<file path="config.mk">
export PLATFORM = sky130hd
export DESIGN_NAME = entry_ctrl_flat
export DESIGN_NICKNAME = d
export VERILOG_FILES = /design/src/rtl/entry_ctrl_if.sv /design/src/rtl/entry_ctrl.sv /design/src/flat_wrapper.sv
export SDC_FILE = /design/constraint.sdc
export NUM_CORES = 1
export LEC_CHECK = 0
export ABC_CLOCK_PERIOD_IN_PS = 3600
export BUFFER_PORTS_ARGS = -buffer_cell sky130_fd_sc_hd__buf_2
export CAP_MARGIN = 10
export CORE_ASPECT_RATIO = 1.25
export CORE_MARGIN = 2
export CORE_UTILIZATION = 60
export CTS_CLUSTER_SIZE = 24
export DETAILED_ROUTE_END_ITERATION = 16
export HOLD_SLACK_MARGIN = 0.1
export PLACE_DENSITY = 0.84
export SYNTH_ARGS = -nofsm -noshare
export SYNTH_HDL_FRONTEND = slang
export SYNTH_SLANG_ARGS = --single-unit
</file>
<file path="constraint.sdc">
create_clock -name CLK -period 3.6 [get_ports CLK]
set_input_delay 0 -clock CLK [delete_from_list [all_inputs] [get_ports CLK]]
set_output_delay 0 -clock CLK [all_outputs]
set_load 0.005 [all_outputs]
</file>
<file path="src/rtl/entry_ctrl_if.sv">
// ---------------------------------------------------------------------------
// entry_ctrl_if
//   Bundles the keypad input side and the register-file / ALU control side of
//   entry_ctrl into one interface.
//
//   Keypad side (driven by the keypad / bench):
//     key_valid  one-cycle pulse marking key_code valid
//     key_code   0-9 digits, ENTER and CLEAR codes, anything else invalid
//   Control side (driven by entry_ctrl):
//     level      digit select for the register file, 1 = tens, 0 = ones
//     Din        digit value presented to the register file
//     WE         register-file write enable, one-cycle pulse
//     W1         register-file write index, 0 = operand A, 1 = operand B
//     alu_start  one-cycle pulse once both operands are in the register file
//     done       high while the controller sits in DONE
//     key_err    one-cycle pulse for every rejected key
//     phase      0 = entering A, 1 = entering B, 2 = loading/calculating,
//                3 = done
//
//   Modports: master = keypad/bench side, slave = entry_ctrl side.
// ---------------------------------------------------------------------------
interface entry_ctrl_if;
    logic       key_valid;
    logic [3:0] key_code;
    logic       level;
    logic [3:0] Din;
    logic       WE;
    logic       W1;
    logic       alu_start;
    logic       done;
    logic       key_err;
    logic [1:0] phase;

    modport master (
        output key_valid,
        output key_code,
        input  level,
        input  Din,
        input  WE,
        input  W1,
        input  alu_start,
        input  done,
        input  key_err,
        input  phase
    );

    modport slave (
        input  key_valid,
        input  key_code,
        output level,
        output Din,
        output WE,
        output W1,
        output alu_start,
        output done,
        output key_err,
        output phase
    );
endinterface

</file>
<file path="src/rtl/entry_ctrl.sv">
// ---------------------------------------------------------------------------
// entry_ctrl
//   Keypad entry controller for a two-operand calculator. Up to two decimal
//   digits are buffered per operand; ENTER streams the operand into a
//   register file as a tens digit followed by a ones digit, then pulses WE.
//   After operand B is written, the controller waits one settle cycle,
//   pulses alu_start, and parks in DONE until the next digit or CLEAR.
//
//   Parameters:
//     ENTER_CODE  key code that commits the current operand
//     CLEAR_CODE  key code that discards the buffered digits
//
//   Ports:
//     CLK    single clock, all state changes on its rising edge
//     RST_N  asynchronous active-low reset
//     bus    entry_ctrl_if.slave (keypad inputs, register-file/ALU outputs)
// ---------------------------------------------------------------------------
module entry_ctrl #(
    parameter logic [3:0] ENTER_CODE = 4'hA,
    parameter logic [3:0] CLEAR_CODE = 4'hB
) (
    input  logic         CLK,
    input  logic         RST_N,
    entry_ctrl_if.slave  bus
);

    typedef enum logic [3:0] {
        S_ENTRY_A  = 4'd0,
        S_LOAD_A_T = 4'd1,
        S_LOAD_A_O = 4'd2,
        S_WRITE_A  = 4'd3,
        S_ENTRY_B  = 4'd4,
        S_LOAD_B_T = 4'd5,
        S_LOAD_B_O = 4'd6,
        S_WRITE_B  = 4'd7,
        S_SETTLE   = 4'd8,
        S_START    = 4'd9,
        S_DONE     = 4'd10
    } state_t;

    state_t     state_q, state_d;
    logic [1:0] cnt_q,   cnt_d;      // number of buffered digits (0..2)
    logic [3:0] tens_q,  tens_d;
    logic [3:0] ones_q,  ones_d;
    logic       level_q, level_d;
    logic [3:0] din_q,   din_d;
    logic       w1_q,    w1_d;
    logic       key_err_q, key_err_d;

    // Key classification
    logic is_digit;
    logic is_enter;
    logic is_clear;

    always_comb begin
        is_digit = (bus.key_code <= 4'd9);
        is_enter = (bus.key_code == ENTER_CODE);
        is_clear = (bus.key_code == CLEAR_CODE);
    end

    // -----------------------------------------------------------------------
    // State register and registered outputs
    // -----------------------------------------------------------------------
    always_ff @(posedge CLK or negedge RST_N) begin
        if (!RST_N) begin
            state_q   <= S_ENTRY_A;
            cnt_q     <= 2'd0;
            tens_q    <= 4'd0;
            ones_q    <= 4'd0;
            level_q   <= 1'b0;
            din_q     <= 4'd0;
            w1_q      <= 1'b0;
            key_err_q <= 1'b0;
        end else begin
            state_q   <= state_d;
            cnt_q     <= cnt_d;
            tens_q    <= tens_d;
            ones_q    <= ones_d;
            level_q   <= level_d;
            din_q     <= din_d;
            w1_q      <= w1_d;
            key_err_q <= key_err_d;
        end
    end

    // -----------------------------------------------------------------------
    // Next-state logic
    //   level/Din/W1 are loaded on the same edge that enters the matching
    //   state, so the registered values line up exactly with state_q.
    // -----------------------------------------------------------------------
    always_comb begin
        state_d   = state_q;
        cnt_d     = cnt_q;
        tens_d    = tens_q;
        ones_d    = ones_q;
        level_d   = level_q;
        din_d     = din_q;
        w1_d      = w1_q;
        key_err_d = 1'b0;

        case (state_q)
            S_ENTRY_A, S_ENTRY_B: begin
                if (bus.key_valid) begin
                    if (is_digit) begin
                        if (cnt_q == 2'd2) begin
                            // Buffer full: reject, keep both digits.
                            key_err_d = 1'b1;
                        end else if (cnt_q == 2'd1) begin
                            tens_d = ones_q;
                            ones_d = bus.key_code;
                            cnt_d  = 2'd2;
                        end else begin
                            ones_d = bus.key_code;
                            cnt_d  = 2'd1;
                        end
                    end else if (is_enter) begin
                        if (cnt_q == 2'd0) begin
                            key_err_d = 1'b1;
                        end else begin
                            state_d = (state_q == S_ENTRY_A) ? S_LOAD_A_T
                                                             : S_LOAD_B_T;
                            // A single-digit operand has an implicit zero tens.
                            level_d = 1'b1;
                            din_d   = (cnt_q == 2'd2) ? tens_q : 4'd0;
                            w1_d    = (state_q == S_ENTRY_B);
                        end
                    end else if (is_clear) begin
                        cnt_d  = 2'd0;
                        tens_d = 4'd0;
                        ones_d = 4'd0;
                    end else begin
                        key_err_d = 1'b1;
                    end
                end
            end

            S_LOAD_A_T, S_LOAD_B_T: begin
                state_d   = (state_q == S_LOAD_A_T) ? S_LOAD_A_O : S_LOAD_B_O;
                level_d   = 1'b0;
                din_d     = ones_q;
                key_err_d = bus.key_valid;
            end

            S_LOAD_A_O, S_LOAD_B_O: begin
                state_d   = (state_q == S_LOAD_A_O) ? S_WRITE_A : S_WRITE_B;
                key_err_d = bus.key_valid;
            end

            S_WRITE_A, S_WRITE_B: begin
                state_d   = (state_q == S_WRITE_A) ? S_ENTRY_B : S_SETTLE;
                // Next operand starts from an empty buffer.
                cnt_d     = 2'd0;
                tens_d    = 4'd0;
                ones_d    = 4'd0;
                key_err_d = bus.key_valid;
            end

            S_SETTLE: begin
                state_d   = S_START;
                key_err_d = bus.key_valid;
            end

            S_START: begin
                state_d   = S_DONE;
                key_err_d = bus.key_valid;
            end

            S_DONE: begin
                if (bus.key_valid) begin
                    if (is_digit) begin
                        // A digit both starts a new calculation and counts
                        // as the first digit of operand A.
                        state_d = S_ENTRY_A;
                        cnt_d   = 2'd1;
                        tens_d  = 4'd0;
                        ones_d  = bus.key_code;
                    end else if (is_clear) begin
                        state_d = S_ENTRY_A;
                        cnt_d   = 2'd0;
                        tens_d  = 4'd0;
                        ones_d  = 4'd0;
                    end else if (!is_enter) begin
                        key_err_d = 1'b1;
                    end
                end
            end

            default: begin
                state_d = S_ENTRY_A;
                cnt_d   = 2'd0;
                tens_d  = 4'd0;
                ones_d  = 4'd0;
            end
        endcase
    end

    // -----------------------------------------------------------------------
    // Outputs decoded from the state register. Because state_q resets
    // asynchronously, WE/alu_start/done/phase drop the moment RST_N falls.
    // -----------------------------------------------------------------------
    always_comb begin
        bus.WE        = 1'b0;
        bus.alu_start = 1'b0;
        bus.done      = 1'b0;
        bus.phase     = 2'd2;

        case (state_q)
            S_ENTRY_A: bus.phase = 2'd0;
            S_ENTRY_B: bus.phase = 2'd1;
            S_WRITE_A,
            S_WRITE_B: bus.WE = 1'b1;
            S_START:   bus.alu_start = 1'b1;
            S_DONE: begin
                bus.done  = 1'b1;
                bus.phase = 2'd3;
            end
            default: ;
        endcase
    end

    always_comb begin
        bus.level   = level_q;
        bus.Din     = din_q;
        bus.W1      = w1_q;
        bus.key_err = key_err_q;
    end

endmodule

</file>
<file path="src/flat_wrapper.sv">
// flat-port wrapper written by rule: the top's interface ports become plain ports
module entry_ctrl_flat 
#(
    parameter logic [3:0] ENTER_CODE = 4'hA,
    parameter logic [3:0] CLEAR_CODE = 4'hB
)
  (CLK, RST_N, bus_key_valid, bus_key_code, bus_level, bus_Din, bus_WE, bus_W1, bus_alu_start, bus_done, bus_key_err, bus_phase);
  entry_ctrl_if bus_i ();
  input  logic CLK;
  input  logic RST_N;
  input wire logic [$bits(bus_i.key_valid)-1:0] bus_key_valid;
  input wire logic [$bits(bus_i.key_code)-1:0] bus_key_code;
  output wire logic [$bits(bus_i.level)-1:0] bus_level;
  output wire logic [$bits(bus_i.Din)-1:0] bus_Din;
  output wire logic [$bits(bus_i.WE)-1:0] bus_WE;
  output wire logic [$bits(bus_i.W1)-1:0] bus_W1;
  output wire logic [$bits(bus_i.alu_start)-1:0] bus_alu_start;
  output wire logic [$bits(bus_i.done)-1:0] bus_done;
  output wire logic [$bits(bus_i.key_err)-1:0] bus_key_err;
  output wire logic [$bits(bus_i.phase)-1:0] bus_phase;
  assign bus_i.key_valid = bus_key_valid;
  assign bus_i.key_code = bus_key_code;
  assign bus_level = bus_i.level;
  assign bus_Din = bus_i.Din;
  assign bus_WE = bus_i.WE;
  assign bus_W1 = bus_i.W1;
  assign bus_alu_start = bus_i.alu_start;
  assign bus_done = bus_i.done;
  assign bus_key_err = bus_i.key_err;
  assign bus_phase = bus_i.phase;
  entry_ctrl #(.ENTER_CODE(ENTER_CODE), .CLEAR_CODE(CLEAR_CODE)) u_core (.CLK(CLK), .RST_N(RST_N), .bus(bus_i));
endmodule
</file>
==> results by group <==
Global routing
  • Vias in the first global route: 1058
  • Largest net degree at the start of global routing: 22
  • Gr usage total: 0.254
  • Initial antenna violation count: 0
  • First-pass GRT wire length: 4.80 mm
  • Total congestion overflow: 0

Placed design
  • Post-DP HPWL: 2.09 mm
  • Gpl congestion: approximately 0.85
  • Placed Cells: roughly 160
  • Number of port buffers: 18

Route
  • Iter 0 DRT Violations: 37
  • First-pass DRT Iterations: 4
  • WL/cell: 17.7 microns
  • DR vias: approximately 1100
  • Total wire length: 2.88 mm
  • Post-route DRC: 0
  • Vias per inst: between 6 and 7
  • Final ANT Viol Nets: 0

Worst setup path
  • Critical Path AT: roughly 2200 ps
  • CP Capture Type: register
  • CP Launch Type: register
  • Crit path required time: 3820 ps
  • R2r setup slk: 1640 ps
  • Setup CP Type: reg2reg
  • Critical path fanouts, max: 10

Clocking
  • H-tree Lvls: 1
  • Worst skew pair latency: 300 ps
  • Setup Buffers After CTS: 0
  • CTS tree: yes
  • Sink Count: 21
  • Clk root buf: clkbuf_4
  • Maximum clock path buffer count: 2
  • Hold Buf Count CTS: 4
  • Clock slew at reported path FFs: 110 ps
  • Cts repair resizes: 0
  • CTS Buf Count: 3

Yosys
  • Synth Register Bits: 21
  • Ys flop type: dfrtp_1
  • Average size of a mapped cell: a little over 10 sq um
  • Yosys warns: 0
  • Syn Inst Count: approximately 130
  • Cell Area, Synth: 1300 sq um
  • Synth unique cells: 44
  • Syn nets: 132
  • Sequential share of the synthesized area: 0.405
  • Async S/R FF share, synth: 1.00
  • Post-synth EDFFs: 0

Die
  • Core area: 2000 sq um
  • DIE AREA: 2550 sq um
  • Die height: 56.0 microns
  • Std-Cell Rows: 18
  • Initial Util: 0.647
  • # IOs: 19
  • Die W: 45.6 microns

Timing
  • Period utilisation layout: 0.543
  • RSZ-0062 raised after global routing: false
  • Clock Skew: about 0.6 ps
  • Period minus WS final: 1960 ps
  • Worst-Margin Slew: around 550 ps
  • Fin. Hold Viols: 0
  • Final setup viols: 0
  • Rel. slew slack: 0.630
  • Max-slew violations: 0
  • Setup TNS: 0 ps
  • Fmax: 0.511 GHz

Final layout
  • Cell Count, Final, Fillers Out: 163
  • Area grow syn2layout: 9.55%
  • # diodes: 0
  • Total Nets Final: 151
  • Commonest cells after routing, fill and taps aside: dfrtp_1 (21), buf_2 (18), nor2_1 (11)
  • Layout cells sized above 1: 0.245
  • Commonest non-fill, non-tap cell in the layout: dfrtp_1

Pwr
  • Pwr dens: 771 nW/um^2
  • Max VDD drop: 0.433 mV
  • Leak: 0.000686 uW

Worst hold path
  • Hold Crit Class: in2async

Flow run
  • Max-capacitance violation count: 0

Run status
  • Status: finished clean
-- stage by stage --
stage	worst slack [ps]	utilization	cell area, sq um	total power (uW)	hold slack [ps]
4_1_cts	1660	0.709	1420	1100	179
3_3_place_gp	1780	0.676	1360	950	-39.0
3_5_place_dp	1670	0.676	1360	978	-23.8
6_report	1640	0.709	1420	1100	165
5_1_grt	1480	0.709	1420	1180	198
2_1_floorplan	1970	-	1300	852	-296
-- worst max-delay path: stages, from the launching register on --
cell      delay (ps)
dfrtp_1          540
nor3_4           390
and4b_1          540
a21oi_4          100
a221oi_2         300
-- sequential cells by signal (all words and copies together), names as in the netlist --
name and flops:
u_core.bus.level 1, u_core.ones_q 4, u_core.cnt_q 2, u_core.bus.Din 4, u_core.bus.key_err 1, u_core.state_q 4
u_core.tens_q 4, u_core.bus.W1 1
-- layout make-up --
type	count	area (sq um)
Multi-Input combinational cell	88	684
Fill cell	151	583
Sequential cell	21	526
Timing Repair Buffer	22	130
Inverter	8	30.0
Clock buffer	4	26.3
Tap cell	20	25.0
-- final timing paths --
check / start / end / cells after the start
max: u_core.state_q[0]$_DFFE_PN0P_ / u_core.bus.Din[2]$_DFFE_PN0P_ / 4
min: RST_N / u_core.state_q[3]$_DFFE_PN0P_ / 2
max reg2reg: u_core.state_q[0]$_DFFE_PN0P_ / u_core.bus.Din[2]$_DFFE_PN0P_ / 4
min reg2reg: u_core.bus.W1$_DFFE_PN0P_ / u_core.bus.W1$_DFFE_PN0P_ / 1
max in group asynchronous: RST_N / u_core.ones_q[1]$_DFFE_PN0P_ / 2
min in group CLK: bus_key_code[2] / u_core.bus.key_err$_DFF_PN0_ / 4
-- cell usage after synthesis, types with 3 or more instances --
master,n,share of area
buf_2,4,0.015
a21oi_1,4,0.015
a221oi_2,4,0.046
a21o_1,3,0.017
nor2_1,11,0.032
nor2b_1,5,0.024
and2_1,3,0.014
nand2_1,9,0.026
dfrtp_1,21,0.41
nand3_1,3,0.012
a22o_1,4,0.027
nor3b_1,4,0.023
inv_1,7,0.020
-- where the power goes --
part	switching (uW)	internal, uW	total (uW)
combinational	283	261	544
sequential	114	324	438
clock	69.9	43.3	113
-- cells by family (layout without fill, tap and decap cells) --
group                  count (synthesis)  in the layout  share of synthesized area
AO/OA/AOI/OAI                         34             34                      0.234
buffers and inverters                 16             34                     0.0675
flip-flops                            21             21                      0.405
multiplexers                           6              6                     0.0559
AND/OR/NAND/NOR                       48             48                      0.237
-- routing by layer --
metal	global-route usage	vias to the layer above	wire length, microns
met4	0.113	0	71
met3	0.0487	8	150
met2	0.408	55	1490
met5	0	-	0
li1	-	494	-
met1	0.316	514	1180
Note: power is estimated with default switching activity, not from simulation.
